===== src/rtl/mem_access.sv =====
// mem_access: MEM stage; byte-serial loads/stores over a byte-wide RAM, registered MEM/WB bundle.
// Build option MEM_ALIGN_CHECK_EN squashes misaligned H/W accesses and pulses misalign_o.
//
// Ports:
//   clk, rst                 clock (rising edge), asynchronous active-high reset
//   *_EXMEM_i                EX/MEM bundle: aluop, wreg, waddr, alurslt (address), storedata
//   mem_din_i                RAM read byte, valid one cycle after its address
//   mem_addr_o/dout_o/wr_o   RAM byte address, write byte, write strobe
//   stall_req_o              holds IF..EX/MEM while an access is in flight
//   *_MEMWB_o                registered writeback bundle
//   misalign_o               one-cycle squash pulse (MEM_ALIGN_CHECK_EN builds only)

package mem_access_pkg;
    localparam int ALU_OP_W = 6;
    typedef logic [ALU_OP_W-1:0] AluOpBus;

    localparam AluOpBus ALU_NOP_OP = 6'h00;
    localparam AluOpBus ALU_ADD_OP = 6'h01;
    localparam AluOpBus ALU_LB_OP  = 6'h10;
    localparam AluOpBus ALU_LH_OP  = 6'h11;
    localparam AluOpBus ALU_LW_OP  = 6'h12;
    localparam AluOpBus ALU_LBU_OP = 6'h13;
    localparam AluOpBus ALU_LHU_OP = 6'h14;
    localparam AluOpBus ALU_SB_OP  = 6'h18;
    localparam AluOpBus ALU_SH_OP  = 6'h19;
    localparam AluOpBus ALU_SW_OP  = 6'h1A;
endpackage

module mem_access
    import mem_access_pkg::*;
#(
    parameter int ADDR_W = 17
) (
    input  logic              clk,
    input  logic              rst,
    input  AluOpBus           aluop_EXMEM_i,
    input  logic              wreg_EXMEM_i,
    input  logic [4:0]        waddr_EXMEM_i,
    input  logic [31:0]       alurslt_EXMEM_i,
    input  logic [31:0]       storedata_EXMEM_i,
    input  logic [7:0]        mem_din_i,
    output logic [ADDR_W-1:0] mem_addr_o,
    output logic [7:0]        mem_dout_o,
    output logic              mem_wr_o,
    output logic              stall_req_o,
    output logic              wreg_MEMWB_o,
    output logic [4:0]        waddr_MEMWB_o,
    output logic [31:0]       wdata_MEMWB_o,
    output logic              misalign_o
);

    typedef enum logic [1:0] {IDLE, XFER, TAIL, FINISH} state_t;

    function automatic logic is_load_f(input AluOpBus op);
        is_load_f = (op == ALU_LB_OP) || (op == ALU_LH_OP) || (op == ALU_LW_OP) ||
                    (op == ALU_LBU_OP) || (op == ALU_LHU_OP);
    endfunction

    function automatic logic is_store_f(input AluOpBus op);
        is_store_f = (op == ALU_SB_OP) || (op == ALU_SH_OP) || (op == ALU_SW_OP);
    endfunction

    function automatic logic [2:0] nbytes_f(input AluOpBus op);
        case (op)
            ALU_LH_OP, ALU_LHU_OP, ALU_SH_OP: nbytes_f = 3'd2;
            ALU_LW_OP, ALU_SW_OP:             nbytes_f = 3'd4;
            default:                          nbytes_f = 3'd1;
        endcase
    endfunction

    state_t            state_q, state_d;
    logic [1:0]        cnt_q, cnt_d;
    AluOpBus           op_q;
    logic [ADDR_W-1:0] base_q;
    logic [31:0]       sdata_q;
    logic              wreg_q;
    logic [4:0]        waddr_q;
    logic [23:0]       ldata_q, ldata_d;
    logic              memwb_wreg_q, memwb_wreg_d;
    logic [4:0]        memwb_waddr_q, memwb_waddr_d;
    logic [31:0]       memwb_wdata_q, memwb_wdata_d;

    logic       in_mem;
    logic [2:0] in_nb;
    logic       in_misal;
    logic       accept;
    logic       load_q;
    logic       store_q;
    logic [2:0] nb_q;
    logic       last;
    logic [31:0] raw;
    logic [31:0] ext;
    logic [31:0] sshift;

    assign in_mem = is_load_f(aluop_EXMEM_i) || is_store_f(aluop_EXMEM_i);
    assign in_nb  = nbytes_f(aluop_EXMEM_i);

`ifdef MEM_ALIGN_CHECK_EN
    assign in_misal = in_mem &&
                      (((in_nb == 3'd2) && alurslt_EXMEM_i[0]) ||
                       ((in_nb == 3'd4) && (alurslt_EXMEM_i[1:0] != 2'b00)));
`else
    assign in_misal = 1'b0;
`endif

    assign accept  = (state_q == IDLE) && in_mem && !in_misal;
    assign load_q  = is_load_f(op_q);
    assign store_q = is_store_f(op_q);
    assign nb_q    = nbytes_f(op_q);
    assign last    = ({1'b0, cnt_q} == (nb_q - 3'd1));

    // state register and latched operation
    always_ff @(posedge clk or posedge rst) begin
        if (rst) begin
            state_q       <= IDLE;
            cnt_q         <= 2'd0;
            op_q          <= ALU_NOP_OP;
            base_q        <= '0;
            sdata_q       <= 32'd0;
            wreg_q        <= 1'b0;
            waddr_q       <= 5'd0;
            ldata_q       <= 24'd0;
            memwb_wreg_q  <= 1'b0;
            memwb_waddr_q <= 5'd0;
            memwb_wdata_q <= 32'd0;
        end else begin
            state_q       <= state_d;
            cnt_q         <= cnt_d;
            ldata_q       <= ldata_d;
            memwb_wreg_q  <= memwb_wreg_d;
            memwb_waddr_q <= memwb_waddr_d;
            memwb_wdata_q <= memwb_wdata_d;
            if (accept) begin
                op_q    <= aluop_EXMEM_i;
                base_q  <= alurslt_EXMEM_i[ADDR_W-1:0];
                sdata_q <= storedata_EXMEM_i;
                wreg_q  <= wreg_EXMEM_i;
                waddr_q <= waddr_EXMEM_i;
            end
        end
    end

    // next state
    always_comb begin
        state_d = state_q;
        cnt_d   = cnt_q;
        unique case (state_q)
            IDLE: begin
                cnt_d = 2'd0;
                if (accept) state_d = XFER;
            end
            XFER: begin
                cnt_d = cnt_q + 2'd1;
                if (last) state_d = load_q ? TAIL : FINISH;
            end
            TAIL:    state_d = FINISH;
            FINISH:  state_d = IDLE;
            default: state_d = IDLE;
        endcase
    end

    // Read data trails its address by one cycle, so byte k lands while cnt=k+1,
    // and the last byte arrives in TAIL.
    always_comb begin
        ldata_d = ldata_q;
        if ((state_q == XFER) && load_q) begin
            case (cnt_q)
                2'd1:    ldata_d[7:0]   = mem_din_i;
                2'd2:    ldata_d[15:8]  = mem_din_i;
                2'd3:    ldata_d[23:16] = mem_din_i;
                default: ldata_d = ldata_q;
            endcase
        end
    end

    always_comb begin
        case (nb_q)
            3'd1:    raw = {24'd0, mem_din_i};
            3'd2:    raw = {16'd0, mem_din_i, ldata_q[7:0]};
            default: raw = {mem_din_i, ldata_q};
        endcase
        case (op_q)
            ALU_LB_OP:  ext = {{24{raw[7]}}, raw[7:0]};
            ALU_LH_OP:  ext = {{16{raw[15]}}, raw[15:0]};
            ALU_LBU_OP: ext = {24'd0, raw[7:0]};
            ALU_LHU_OP: ext = {16'd0, raw[15:0]};
            default:    ext = raw;
        endcase
    end

    // MEM/WB next value: bubble unless passing a non-mem op or finishing a load
    always_comb begin
        memwb_wreg_d  = 1'b0;
        memwb_waddr_d = 5'd0;
        memwb_wdata_d = 32'd0;
        if ((state_q == IDLE) && !in_mem) begin
            memwb_wreg_d  = wreg_EXMEM_i;
            memwb_waddr_d = waddr_EXMEM_i;
            memwb_wdata_d = alurslt_EXMEM_i;
        end else if (state_q == TAIL) begin
            memwb_wreg_d  = wreg_q;
            memwb_waddr_d = waddr_q;
            memwb_wdata_d = ext;
        end
    end

    assign sshift = sdata_q >> {cnt_q, 3'b000};

    // outputs; stall and misalign are gated by rst so they drop with it
    always_comb begin
        mem_addr_o  = '0;
        mem_dout_o  = 8'd0;
        mem_wr_o    = 1'b0;
        stall_req_o = 1'b0;
        misalign_o  = 1'b0;
        unique case (state_q)
            IDLE: begin
                stall_req_o = !rst && accept;
                misalign_o  = !rst && in_misal;
            end
            XFER: begin
                stall_req_o = !rst;
                mem_addr_o  = base_q + {{(ADDR_W-2){1'b0}}, cnt_q};
                mem_wr_o    = store_q;
                mem_dout_o  = store_q ? sshift[7:0] : 8'd0;
            end
            TAIL:    stall_req_o = !rst;
            FINISH:  stall_req_o = 1'b0;
            default: stall_req_o = 1'b0;
        endcase
    end

    assign wreg_MEMWB_o  = memwb_wreg_q;
    assign waddr_MEMWB_o = memwb_waddr_q;
    assign wdata_MEMWB_o = memwb_wdata_q;

endmodule

===== config.mk =====
export PLATFORM = sky130hd
export DESIGN_NAME = mem_access
export DESIGN_NICKNAME = d
export VERILOG_FILES = /design/src/rtl/mem_access.sv
export SDC_FILE = /design/constraint.sdc
export NUM_CORES = 1
export LEC_CHECK = 0
export CORE_MARGIN = 8
export CORE_UTILIZATION = 53
export CTS_BUF_LIST = sky130_fd_sc_hd__clkbuf_16
export CTS_CLUSTER_DIAMETER = 150
export DETAILED_ROUTE_END_ITERATION = 10
export PLACE_DENSITY = 0.91
export SLEW_MARGIN = 10
export SYNTH_ARGS = -nofsm -noshare
export SYNTH_HDL_FRONTEND = slang
export SYNTH_SLANG_ARGS = --single-unit

===== constraint.sdc =====
create_clock -name clk -period 10.31 [get_ports clk]
set_clock_uncertainty 0.15 [all_clocks]
set_input_delay 2.5775 -clock clk [delete_from_list [all_inputs] [get_ports clk]]
set_output_delay 2.5775 -clock clk [all_outputs]
set_load 0.05 [all_outputs]

==> run_summary.xml, run 1 <==
<?xml version="1.0" encoding="UTF-8"?>
<metrics>
  <group name="clock_network">
    <metric name="worstSkewPairLatency" unit="ps">420</metric>
    <metric name="worst_case_clock_buffer_depth" unit="">2</metric>
    <metric name="tritoncts" unit="">yes</metric>
    <metric name="clock_tree.root_cell" unit="">clkbuf_16</metric>
    <metric name="cts_sinks" unit="">127</metric>
    <metric name="cts_inserted_buffers" unit="">17</metric>
    <metric name="cts.repair_timing.setup_buffer_count" unit="">0</metric>
    <metric name="cts.hold.buffers_added" unit="">0</metric>
    <metric name="post_cts.resized_instances" unit="">0</metric>
    <metric name="htree_num_levels" unit="">4</metric>
    <metric name="path_clk_slew" unit="ps">60</metric>
  </group>
  <group name="power_and_ir_drop">
    <metric name="largest_voltage_drop_on_the_vdd_net" unit="V">0.0002086</metric>
    <metric name="p_leak" unit="nW">3.486</metric>
    <metric name="power-per-cell-area" unit="nW/µm²">341.0</metric>
    <metric name="pwr-share-comb" unit="">0.432</metric>
    <metric name="pwr-share-seq" unit="">0.325</metric>
    <metric name="clock_power_share" unit="">0.243</metric>
    <metric name="switching_share" unit="">0.3891</metric>
    <metric name="internal_power" unit="mW">1.696</metric>
    <metric name="total_switching_power" unit="mW">1.080</metric>
  </group>
  <group name="timing">
    <metric name="period_needed" unit="ps">7558</metric>
    <metric name="clock.fmax" unit="MHz">132.3</metric>
    <metric name="final-setup-viol-count" unit="">0</metric>
    <metric name="worstMarginPinSlew" unit="ps">1064</metric>
    <metric name="drv_slew" unit="">0</metric>
    <metric name="normalized_max_slew_margin" unit="">0.2906</metric>
    <metric name="timing.final.hold_violations" unit="">0</metric>
    <metric name="totalNegativeSetupSlack" unit="ps">0</metric>
    <metric name="final.hold.worst_slack" unit="ps">340.0</metric>
    <metric name="finalCritPeriodShare" unit="">0.7330</metric>
    <metric name="setup_repair_after_global_routing_missed_its_margin" unit="">false</metric>
  </group>
  <group name="yosys">
    <metric name="yosysSeqAreaShare" unit="">0.5413</metric>
    <metric name="gate_count_of_the_mapped_netlist" unit="">459</metric>
    <metric name="yosysUniqueCellTypes" unit="">54</metric>
    <metric name="yosys_warns" unit="">0</metric>
    <metric name="synth_edf_count" unit="">0</metric>
    <metric name="synthesis.area" unit="µm²">5871</metric>
    <metric name="synth_seq_cells" unit="">127</metric>
    <metric name="synth.avg_cell_area" unit="µm²">12.79</metric>
    <metric name="ys_top_cells_by_area" unit="">dfrtp_1, mux2_2, mux4_2, a221o_1, nand2_1</metric>
    <metric name="synth_top_cell_area_share" unit="">0.5413</metric>
    <metric name="synth-async-reset-ratio" unit="">1.000</metric>
    <metric name="yosys.area.top_type" unit="">dfrtp_1</metric>
    <metric name="syn_nets" unit="">554</metric>
    <metric name="synth_flop_cell" unit="">dfrtp_1</metric>
  </group>
  <group name="routing">
    <metric name="post_drt_wl_per_cell" unit="µm">21.22</metric>
    <metric name="vias_per_cell" unit="">5.761</metric>
    <metric name="detailedRoute.firstPassIterationCount" unit="">5</metric>
    <metric name="route.final.wire_length" unit="mm">16.15</metric>
    <metric name="drc" unit="">0</metric>
    <metric name="antenna_left" unit="">0</metric>
    <metric name="vias" unit="">4384</metric>
    <metric name="detailedRoute.firstIterationViolations" unit="">280</metric>
  </group>
  <group name="global_route">
    <metric name="vias_in_the_first_global_route" unit="">4822</metric>
    <metric name="wire_length_of_the_first_global_routing_pass" unit="mm">25.92</metric>
    <metric name="groute.usage.overall" unit="">0.2265</metric>
    <metric name="grt_start_max_net_pins" unit="">86</metric>
    <metric name="gr-total-overflow" unit="">0</metric>
    <metric name="antenna_found_initial" unit="">0</metric>
  </group>
  <group name="finish">
    <metric name="final_nets" unit="">703</metric>
    <metric name="final_core_util" unit="">0.7509</metric>
    <metric name="instances_no_fill" unit="">761</metric>
    <metric name="post_route_cells_drive_above_1_share" unit="">0.2222</metric>
    <metric name="layout.area.seq" unit="µm²">3178</metric>
    <metric name="layout_common_cells" unit="">clkdlybuf4s50_1, dfrtp_1, mux2_2</metric>
    <metric name="fin_area" unit="µm²">8140</metric>
    <metric name="layout_commonest_cell" unit="">clkdlybuf4s50_1</metric>
    <metric name="n_antenna_cell" unit="">0</metric>
    <metric name="area_growth" unit="%">38.66</metric>
    <metric name="nFillCells" unit="">654</metric>
    <metric name="multi_input_area" unit="µm²">2549</metric>
  </group>
  <group name="floorplan">
    <metric name="die_height" unit="µm">121.2</metric>
    <metric name="io_pins" unit="">152</metric>
    <metric name="die_w" unit="µm">121.2</metric>
    <metric name="floorplan.die_area" unit="µm²">14700</metric>
    <metric name="row_count" unit="">38</metric>
    <metric name="start_util" unit="">0.5416</metric>
    <metric name="core-area" unit="µm²">10840</metric>
  </group>
  <group name="place">
    <metric name="detailedPlacementHpwl" unit="mm">10.90</metric>
    <metric name="io_buffer_count" unit="">150</metric>
    <metric name="dpl-instance-area" unit="µm²">7473</metric>
    <metric name="globalplace.congestion" unit="">0.8190</metric>
    <metric name="place.detailed.instances" unit="">729</metric>
  </group>
  <group name="hold_path">
    <metric name="holdPathStages" unit="">1</metric>
    <metric name="worst_hold_path_type" unit="">reg2reg</metric>
  </group>
  <group name="setup_path">
    <metric name="largest_incremental_delay_on_the_critical_path" unit="ps">810</metric>
    <metric name="required" unit="ps">7580</metric>
    <metric name="worst_path_max_delay_cell" unit="">clkdlybuf4s50_1</metric>
    <metric name="path_class" unit="">in2out</metric>
    <metric name="list_of_cells_traversed_by_the_critical_path" unit="">clkdlybuf4s50_1 &gt; nor3b_1 &gt; a22oi_1 &gt; or2_2 &gt; a21oi_1 &gt; clkdlybuf4s50_1</metric>
    <metric name="crit_fanout" unit="">2</metric>
    <metric name="cp-end-kind" unit="">output port</metric>
    <metric name="worst_setup_path_start_kind" unit="">input pin</metric>
    <metric name="reg2reg_depth" unit="">8</metric>
    <metric name="cp_data_arrival_time" unit="ps">4830</metric>
    <metric name="crit_path_frequent_cell" unit="">clkdlybuf4s50_1</metric>
  </group>
  <group name="run">
    <metric name="max_cap_viols" unit="">0</metric>
  </group>
  <group name="status">
    <metric name="status" unit="">completed</metric>
  </group>
</metrics>
-- sequential cells by signal, summed over array words and instances, names as in the netlist --
name           cells
wreg_MEMWB_o       1
cnt_q              2
wreg_q             1
base_q            17
sdata_q           32
state_q            2
wdata_MEMWB_o     32
waddr_q            5
ldata_q           24
waddr_MEMWB_o      5
op_q               6
-- cell usage after synthesis, types with 2 or more instances --
cell type  count
a21o_1         8
a21oi_1       10
a221o_1       16
a22oi_1        9
and2_1         4
and3_1         2
buf_1          6
buf_2          4
clkbuf_1       9
clkbuf_8       2
dfrtp_1      127
ha_1           8
inv_1         11
mux2_2        83
mux2i_1        8
mux4_2         8
nand2_1       33
nand2b_1       4
nand3_1        5
nand4_1        4
nor2_1        20
nor2b_1       11
nor3_1         2
nor3b_1        3
o21ai_0       20
xnor2_1        7
xor2_1         8
-- layer usage --
| metal | up-vias | routed length [µm] | track usage |
|---|---|---|---|
| met2 | 162 | 8578 | 0.3907 |
| met5 | - | 0 | 0 |
| met1 | 2234 | 6124 | 0.2612 |
| met3 | 35 | 1012 | 0.06003 |
| met4 | 0 | 433 | 0.09638 |
| li1 | 1953 | - | - |
-- critical path: cells and delay by family --
family,cells,cell delay [ps]
buffers and inverters,2,1280
and+or+nand+nor,2,710
AOI/OAI and AO/OA,2,250
-- final timing paths --
path                                             start                     endpoint  slack (ps)
max in group asynchronous                          rst  wdata_MEMWB_o[15]$_DFF_PP0_        6120
worst min register to register     op_q[4]$_DFFE_PP0P_          op_q[4]$_DFFE_PP0P_         340
worst min-delay path               op_q[4]$_DFFE_PP0P_          op_q[4]$_DFFE_PP0P_         340
worst max register to register  state_q[0]$_DFFE_PP0P_  wdata_MEMWB_o[11]$_DFF_PP0_        7520
min in group asynchronous                          rst       sdata_q[8]$_DFFE_PP0P_        2420
worst max-delay path                  aluop_EXMEM_i[4]                  stall_req_o        2750
-- cells by family (layout without fill, tap and decap cells) --
family,Yosys count,after routing,synth area share
buffers and inverters,35,197,0.02749
other,1,1,0.0006388
multiplexers,100,100,0.2055
adder cells (fa/ha/maj),9,9,0.02046
AO/OA/AOI/OAI,74,74,0.09740
flip-flops,127,127,0.5413
AND/OR/NAND/NOR,98,98,0.08483
XOR/XNOR,15,15,0.02238
-- area by class of cell --
cell class / count / area share
well taps: 140 / 0.02152
clock buffers: 17 / 0.05226
multi-input cells: 297 / 0.3131
flip-flops and latches: 127 / 0.3904
clock inverters: 15 / 0.02966
repair buffers: 153 / 0.1872
inverters: 12 / 0.005841
-- through the flow --
step	setup WS [ps]	total power, mW
after floorplan	3236	1.706
after global placement	2788	2.019
after detailed placement	2780	2.076
after CTS	2767	2.783
after global routing	2634	2.899
final	2752	2.776
-- power by group through the flow --
stage / clock, mW / combinational (mW) / sequential (mW)
after floorplan: 0 / 0.664 / 1.04
after global placement: 0 / 1.14 / 0.877
after detailed placement: 0 / 1.18 / 0.899
after CTS: 0.681 / 1.20 / 0.900
after global routing: 0.700 / 1.27 / 0.928
final: 0.674 / 1.20 / 0.902
Power figures use the tool's default switching activity.
==> inputs of run 2 (changes only) <==
--- a/config.mk
+++ b/config.mk
@@ -6,11 +6,11 @@
 export NUM_CORES = 1
 export LEC_CHECK = 0
 export CORE_MARGIN = 8
-export CORE_UTILIZATION = 53
+export CORE_UTILIZATION = 49
 export CTS_BUF_LIST = sky130_fd_sc_hd__clkbuf_16
 export CTS_CLUSTER_DIAMETER = 150
 export DETAILED_ROUTE_END_ITERATION = 10
-export PLACE_DENSITY = 0.91
+export PLACE_DENSITY = 0.85
 export SLEW_MARGIN = 10
 export SYNTH_ARGS = -nofsm -noshare
 export SYNTH_HDL_FRONTEND = slang
==> constraint.sdc (replaced) <==
create_clock -name clk -period 6.97 [get_ports clk]
set_clock_uncertainty 0.15 [all_clocks]
set_input_delay 1.7425 -clock clk [delete_from_list [all_inputs] [get_ports clk]]
set_output_delay 1.7425 -clock clk [all_outputs]
set_load 0.05 [all_outputs]
==> run 2 against run 1 <==
  * Clock-buffer cell count stayed put
  * Sequential share of layout area is 0.49 points higher
  * Total power is 41% higher
  * Combinational power is 46% higher
  * Largest cell class unchanged
  * Highest routed layer unchanged
==> run_summary.xml, run 2 (same netlist as run 1, synthesis figures left out) <==
<?xml version="1.0" encoding="UTF-8"?>
<metrics>
  <group name="run">
    <metric name="max_cap_viols" unit="">0</metric>
  </group>
  <group name="setup_path">
    <metric name="worst-path-buf-inv" unit="">1</metric>
    <metric name="required" unit="ps">5080</metric>
    <metric name="list_of_cells_traversed_by_the_critical_path" unit="">ha_1 &gt; fa_1 &gt; and4_1 &gt; nor4b_1 &gt; nand3_1 &gt; xor2_1 &gt; nor2_1 &gt; clkdlybuf4s50_1</metric>
    <metric name="worstReg2RegEnd" unit="">ldata_q[4]$_DFFE_PP0P_</metric>
    <metric name="cp_data_arrival_time" unit="ps">4030</metric>
    <metric name="worst_setup_path_start_kind" unit="">register</metric>
    <metric name="worst_path_max_delay_cell" unit="">dfrtp_1</metric>
    <metric name="reg2reg_depth" unit="">6</metric>
    <metric name="cp-end-kind" unit="">output port</metric>
    <metric name="crit_fanout" unit="">17</metric>
    <metric name="r2r_slack" unit="ps">4340</metric>
    <metric name="path_class" unit="">reg2out</metric>
    <metric name="critical_path.reg2reg.startpoint" unit="">state_q[1]$_DFFE_PP0P_</metric>
    <metric name="largest_incremental_delay_on_the_critical_path" unit="ps">850</metric>
    <metric name="cell_family_with_the_largest_share_of_critical_path_delay" unit="">simple AND/OR/NAND/NOR gates</metric>
  </group>
  <group name="routing">
    <metric name="vias" unit="">4209</metric>
    <metric name="detailedRoute.firstIterationViolations" unit="">326</metric>
    <metric name="detailedRoute.firstPassIterationCount" unit="">4</metric>
    <metric name="drc" unit="">0</metric>
    <metric name="post_drt_wl_per_cell" unit="µm">19.98</metric>
    <metric name="antenna_left" unit="">0</metric>
    <metric name="route.final.wire_length" unit="mm">15.31</metric>
    <metric name="vias_per_cell" unit="">5.495</metric>
  </group>
  <group name="clock_network">
    <metric name="cts_inserted_buffers" unit="">17</metric>
    <metric name="cts.hold.buffers_added" unit="">0</metric>
    <metric name="cts_sinks" unit="">127</metric>
    <metric name="worstSkewPairLatency" unit="ps">410</metric>
    <metric name="path_clk_slew" unit="ps">50</metric>
    <metric name="cts.repair_timing.setup_buffer_count" unit="">0</metric>
    <metric name="clock_tree.root_cell" unit="">clkbuf_16</metric>
    <metric name="htree_num_levels" unit="">4</metric>
    <metric name="post_cts.resized_instances" unit="">0</metric>
    <metric name="tritoncts" unit="">yes</metric>
    <metric name="worst_case_clock_buffer_depth" unit="">2</metric>
  </group>
  <group name="timing">
    <metric name="final-setup-viol-count" unit="">0</metric>
    <metric name="drv_slew" unit="">0</metric>
    <metric name="clock.fmax" unit="MHz">168.9</metric>
    <metric name="totalNegativeSetupSlack" unit="ps">0</metric>
    <metric name="setup_repair_after_global_routing_missed_its_margin" unit="">false</metric>
    <metric name="period_needed" unit="ps">5922</metric>
    <metric name="normalized_max_slew_margin" unit="">0.3322</metric>
    <metric name="worstMarginPinSlew" unit="ps">1002</metric>
    <metric name="finalCritPeriodShare" unit="">0.8496</metric>
    <metric name="timing.final.hold_violations" unit="">0</metric>
  </group>
  <group name="global_route">
    <metric name="antenna_found_initial" unit="">0</metric>
    <metric name="groute.usage.overall" unit="">0.1984</metric>
    <metric name="grt_start_max_net_pins" unit="">84</metric>
    <metric name="vias_in_the_first_global_route" unit="">4704</metric>
    <metric name="wire_length_of_the_first_global_routing_pass" unit="mm">24.73</metric>
    <metric name="global_route.usage.met1" unit="">0.2195</metric>
    <metric name="gr-total-overflow" unit="">0</metric>
    <metric name="grt-busiest-layer" unit="">met2</metric>
    <metric name="grt_util_met3" unit="">0.05695</metric>
    <metric name="met2_layer_usage_reported_by_global_route" unit="">0.3541</metric>
  </group>
  <group name="place">
    <metric name="io_buffer_count" unit="">150</metric>
    <metric name="globalplace.congestion" unit="">0.7960</metric>
    <metric name="detailedPlacementHpwl" unit="mm">10.97</metric>
  </group>
  <group name="floorplan">
    <metric name="row_count" unit="">40</metric>
    <metric name="floorplan.die_area" unit="µm²">15740</metric>
    <metric name="start_util" unit="">0.4949</metric>
    <metric name="io_pins" unit="">152</metric>
    <metric name="die_height" unit="µm">125.5</metric>
    <metric name="core-area" unit="µm²">11860</metric>
    <metric name="die_w" unit="µm">125.5</metric>
  </group>
  <group name="power_and_ir_drop">
    <metric name="power-per-cell-area" unit="nW/µm²">486.8</metric>
    <metric name="fin_total_pwr" unit="mW">3.914</metric>
    <metric name="p_leak" unit="nW">3.461</metric>
    <metric name="largest_voltage_drop_on_the_vdd_net" unit="V">0.0002288</metric>
  </group>
  <group name="finish">
    <metric name="layout_common_cells" unit="">clkdlybuf4s50_1, dfrtp_1, mux2_2</metric>
    <metric name="layout_commonest_cell" unit="">clkdlybuf4s50_1</metric>
    <metric name="post_route_cells_drive_above_1_share" unit="">0.2116</metric>
    <metric name="n_antenna_cell" unit="">0</metric>
    <metric name="nFillCells" unit="">845</metric>
    <metric name="area_growth" unit="%">36.94</metric>
    <metric name="final_nets" unit="">703</metric>
  </group>
  <group name="hold_path">
    <metric name="worstHoldStart" unit="">ldata_q[19]$_DFFE_PP0P_</metric>
    <metric name="worst_hold_path_type" unit="">reg2reg</metric>
    <metric name="min_to" unit="">wdata_MEMWB_o[19]$_DFF_PP0_</metric>
    <metric name="holdPathStages" unit="">1</metric>
  </group>
  <group name="status">
    <metric name="status" unit="">completed</metric>
  </group>
</metrics>
## run 2: cell count changes in the layout (fill, tap and decap cells not counted)
cell and change:
inv_1 +4, bufinv_16 -3, clkinvlp_4 -3, clkinv_1 +2, buf_4 +1, clkdlybuf4s50_1 -1, clkinv_4 -1, inv_6 -1
## run 2: area by class of cell
type / instances / area [µm²] / area share
flip-flops and latches: 127 / 3178 / 0.3953
multi-input cells: 297 / 2549 / 0.3170
well taps: 147 / 183.9 / 0.02288
repair buffers: 153 / 1521 / 0.1893
inverters: 12 / 47.55 / 0.005914
clock buffers: 17 / 425.4 / 0.05292
clock inverters: 13 / 133.9 / 0.01665
## run 2: worst max path at each step
stage	cells past startpoint	slack [ps]	startpoint	end
2_1_floorplan	6	1570	aluop_EXMEM_i[0]	stall_req_o
3_3_place_gp	6	1590	aluop_EXMEM_i[4]	stall_req_o
3_5_place_dp	8	1520	cnt_q[0]$_DFFE_PP0P_	mem_addr_o[14]
4_1_cts	8	1050	cnt_q[0]$_DFFE_PP0P_	mem_addr_o[16]
5_1_grt	8	830	cnt_q[0]$_DFFE_PP0P_	mem_addr_o[14]
6_report	8	1050	cnt_q[0]$_DFFE_PP0P_	mem_addr_o[14]
## run 2: worst reg2reg max path, stage by stage (launching register included)
cell and delay [ps]:
dfrtp_1 410, inv_1 100, ha_1 330, clkinv_1 510
nor2_1 320, nand2_1 310, mux2_2 380
## run 2: per-layer routing
layer	share of wire	wire [µm]	vias up
li1	-	-	1953
met4	0.016	249	0
met5	0	0	-
met1	0.39	6009	2118
met2	0.53	8173	122
met3	0.057	873	16
## run 2: per-stage QoR
step / area (µm²) / util / setup slack (ps) / std cells / hold slack, ps
2_1_floorplan: 5871 / - / 1566 / 459 / 300.1
3_3_place_gp: 7480 / 0.6306 / 1592 / 736 / 322.1
3_5_place_dp: 7480 / 0.6306 / 1520 / 736 / 336.6
4_1_cts: 8039 / 0.6777 / 1055 / 766 / 350.6
5_1_grt: 8039 / 0.6777 / 830.9 / 766 / 369.4
6_report: 8039 / 0.6777 / 1048 / 766 / 350.3
## run 2: where the power goes
group / total, mW / internal [mW] / switching (mW)
Sequential: 1.33 / 1.08 / 0.249
Combinational: 1.75 / 0.759 / 0.987
Clock: 0.842 / 0.546 / 0.296
==> inputs of run 3 (changes only) <==
--- a/config.mk
+++ b/config.mk
@@ -6,11 +6,11 @@
 export NUM_CORES = 1
 export LEC_CHECK = 0
 export CORE_MARGIN = 8
-export CORE_UTILIZATION = 49
+export CORE_UTILIZATION = 44
 export CTS_BUF_LIST = sky130_fd_sc_hd__clkbuf_16
 export CTS_CLUSTER_DIAMETER = 150
 export DETAILED_ROUTE_END_ITERATION = 10
-export PLACE_DENSITY = 0.85
+export PLACE_DENSITY = 0.81
 export SLEW_MARGIN = 10
 export SYNTH_ARGS = -nofsm -noshare
 export SYNTH_HDL_FRONTEND = slang
==> constraint.sdc (replaced) <==
create_clock -name clk -period 4.8 [get_ports clk]
set_clock_uncertainty 0.15 [all_clocks]
set_input_delay 1.2 -clock clk [delete_from_list [all_inputs] [get_ports clk]]
set_output_delay 1.2 -clock clk [all_outputs]
set_load 0.05 [all_outputs]
==> run 3 against run 2 <==
  * Critical path depth is 2 lower
  * Routed wire length is 1.8% higher
  * First-iteration DRC count is 22% lower
  * Clock power is 59% higher
  * Via count is 1.6% higher
  * Final cell count is 4.3% higher
  * Core utilization is 5.4 points lower
  * Sequential power is 41% higher
  * Clock-buffer cell count stayed put
  * Critical path type is now in2out
  * Critical endpoint is now stall_req_o
==> run_summary.xml, run 3 (same netlist as run 1, synthesis figures left out) <==
<?xml version="1.0" encoding="UTF-8"?>
<metrics>
  <group name="status">
    <metric name="status" unit="">completed</metric>
  </group>
  <group name="finish">
    <metric name="post_route_cells_drive_above_1_share" unit="">0.2327</metric>
    <metric name="area_growth" unit="%">39.56</metric>
    <metric name="final_nets" unit="">705</metric>
    <metric name="layout_common_cells" unit="">clkdlybuf4s50_1, dfrtp_1, mux2_2</metric>
    <metric name="layout.area.seq" unit="µm²">3178</metric>
    <metric name="multi_input_area" unit="µm²">2549</metric>
    <metric name="n_antenna_cell" unit="">0</metric>
    <metric name="layout_commonest_cell" unit="">clkdlybuf4s50_1</metric>
    <metric name="nFillCells" unit="">1018</metric>
    <metric name="final_core_util" unit="">0.6236</metric>
  </group>
  <group name="global_route">
    <metric name="grt_start_max_net_pins" unit="">71</metric>
    <metric name="wire_length_of_the_first_global_routing_pass" unit="mm">25.03</metric>
    <metric name="gr-total-overflow" unit="">0</metric>
    <metric name="antenna_found_initial" unit="">0</metric>
    <metric name="groute.usage.overall" unit="">0.1827</metric>
    <metric name="vias_in_the_first_global_route" unit="">4590</metric>
  </group>
  <group name="power_and_ir_drop">
    <metric name="clock_power_share" unit="">0.229</metric>
    <metric name="total_switching_power" unit="mW">2.265</metric>
    <metric name="p_leak" unit="nW">3.503</metric>
    <metric name="pwr-share-seq" unit="">0.322</metric>
    <metric name="internal_power" unit="mW">3.564</metric>
    <metric name="pwr-share-comb" unit="">0.449</metric>
    <metric name="switching_share" unit="">0.3886</metric>
    <metric name="power-per-cell-area" unit="nW/µm²">711.5</metric>
    <metric name="largest_voltage_drop_on_the_vdd_net" unit="V">0.0003977</metric>
  </group>
  <group name="timing">
    <metric name="timing.final.hold_violations" unit="">0</metric>
    <metric name="worstMarginPinSlew" unit="ps">886.1</metric>
    <metric name="clock.fmax" unit="MHz">224.9</metric>
    <metric name="totalNegativeSetupSlack" unit="ps">0</metric>
    <metric name="normalized_max_slew_margin" unit="">0.4093</metric>
    <metric name="drv_slew" unit="">0</metric>
    <metric name="final-setup-viol-count" unit="">0</metric>
    <metric name="final_critical_path_setup_slack" unit="ps">354.0</metric>
    <metric name="final.hold.worst_slack" unit="ps">346.7</metric>
    <metric name="setup_repair_after_global_routing_missed_its_margin" unit="">false</metric>
    <metric name="period_needed" unit="ps">4446</metric>
    <metric name="finalCritPeriodShare" unit="">0.9262</metric>
  </group>
  <group name="clock_network">
    <metric name="clock_tree.root_cell" unit="">clkbuf_16</metric>
    <metric name="cts_inserted_buffers" unit="">17</metric>
    <metric name="cts.repair_timing.setup_buffer_count" unit="">0</metric>
    <metric name="cts.hold.buffers_added" unit="">0</metric>
    <metric name="post_cts.resized_instances" unit="">0</metric>
    <metric name="path_clk_slew" unit="ps">50</metric>
    <metric name="tritoncts" unit="">yes</metric>
    <metric name="htree_num_levels" unit="">4</metric>
    <metric name="worstSkewPairLatency" unit="ps">410</metric>
    <metric name="cts_sinks" unit="">127</metric>
    <metric name="worst_case_clock_buffer_depth" unit="">2</metric>
  </group>
  <group name="routing">
    <metric name="detailedRoute.firstIterationViolations" unit="">254</metric>
    <metric name="detailedRoute.firstPassIterationCount" unit="">5</metric>
    <metric name="antenna_left" unit="">0</metric>
    <metric name="drc" unit="">0</metric>
    <metric name="route.final.wire_length" unit="mm">15.59</metric>
    <metric name="post_drt_wl_per_cell" unit="µm">19.51</metric>
    <metric name="vias" unit="">4275</metric>
    <metric name="vias_per_cell" unit="">5.350</metric>
  </group>
  <group name="setup_path">
    <metric name="path_class" unit="">in2out</metric>
    <metric name="worst_setup_path_start_kind" unit="">input pin</metric>
    <metric name="required" unit="ps">3450</metric>
    <metric name="cp_data_arrival_time" unit="ps">3100</metric>
    <metric name="worstReg2RegEnd" unit="">ldata_q[0]$_DFFE_PP0P_</metric>
    <metric name="cp-end-kind" unit="">output port</metric>
    <metric name="reg2reg_depth" unit="">6</metric>
    <metric name="crit_fanout" unit="">2</metric>
    <metric name="timing.critical_path.from" unit="">aluop_EXMEM_i[4]</metric>
    <metric name="critical_path.reg2reg.startpoint" unit="">state_q[1]$_DFFE_PP0P_</metric>
    <metric name="r2r_slack" unit="ps">2110</metric>
  </group>
  <group name="place">
    <metric name="io_buffer_count" unit="">150</metric>
    <metric name="globalplace.congestion" unit="">0.7863</metric>
    <metric name="place_ws" unit="ps">390.1</metric>
    <metric name="detailedPlacementHpwl" unit="mm">11.21</metric>
  </group>
  <group name="hold_path">
    <metric name="worst_hold_path_type" unit="">reg2reg</metric>
    <metric name="holdPathStages" unit="">1</metric>
    <metric name="min_to" unit="">sdata_q[19]$_DFFE_PP0P_</metric>
    <metric name="worstHoldStart" unit="">sdata_q[19]$_DFFE_PP0P_</metric>
  </group>
  <group name="floorplan">
    <metric name="die_height" unit="µm">131.5</metric>
    <metric name="io_pins" unit="">152</metric>
    <metric name="floorplan.die_area" unit="µm²">17290</metric>
    <metric name="core-area" unit="µm²">13140</metric>
    <metric name="die_w" unit="µm">131.5</metric>
    <metric name="start_util" unit="">0.4469</metric>
    <metric name="row_count" unit="">42</metric>
  </group>
  <group name="run">
    <metric name="max_cap_viols" unit="">0</metric>
  </group>
</metrics>
-- run 3: area by class of cell --
type	count	area share
tap	176	0.02688
inverter	12	0.005803
sequential	127	0.3879
timing repair buffer	155	0.1927
clock buffer	17	0.05192
multi-input combinational	297	0.3111
clock inverter	15	0.02367
-- run 3: worst max path at each step --
stage,end,slack [ps]
6_report,stall_req_o,350
5_1_grt,mem_addr_o[16],240
4_1_cts,stall_req_o,380
3_5_place_dp,stall_req_o,390
3_3_place_gp,stall_req_o,440
2_1_floorplan,base_q[0]$_DFFE_PP0P_,70
-- run 3: metal layers --
metal | up-vias | share of wire | track usage
li1 | 1957 | - | -
met1 | 2168 | 0.39 | 0.2073
met2 | 136 | 0.53 | 0.3220
met3 | 14 | 0.061 | 0.05488
met4 | 0 | 0.012 | 0.05935
met5 | - | 0 | 0
-- run 3: power by group through the flow --
stage | clock [mW] | sequential (mW) | combinational [mW]
final | 1.34 | 1.88 | 2.62
after global routing | 1.41 | 1.94 | 2.78
after CTS | 1.36 | 1.87 | 2.64
after detailed placement | 0 | 1.88 | 2.62
after global placement | 0 | 1.85 | 2.55
after floorplan | 0 | 2.24 | 1.43
-- run 3: critical path, cell delays in order --
cell and delay (ps):
clkdlybuf4s50_1 490, nor3b_1 430, a22oi_1 150, or2_2 320, a21oi_1 320, buf_12 190
-- run 3: through the flow --
step | cells | total power [mW] | instance area (µm²)
6_report | 799 | 5.829 | 8193
5_1_grt | 799 | 6.132 | 8193
4_1_cts | 799 | 5.874 | 8193
3_5_place_dp | 767 | 4.502 | 7574
3_3_place_gp | 767 | 4.401 | 7574
2_1_floorplan | 459 | 3.664 | 5871
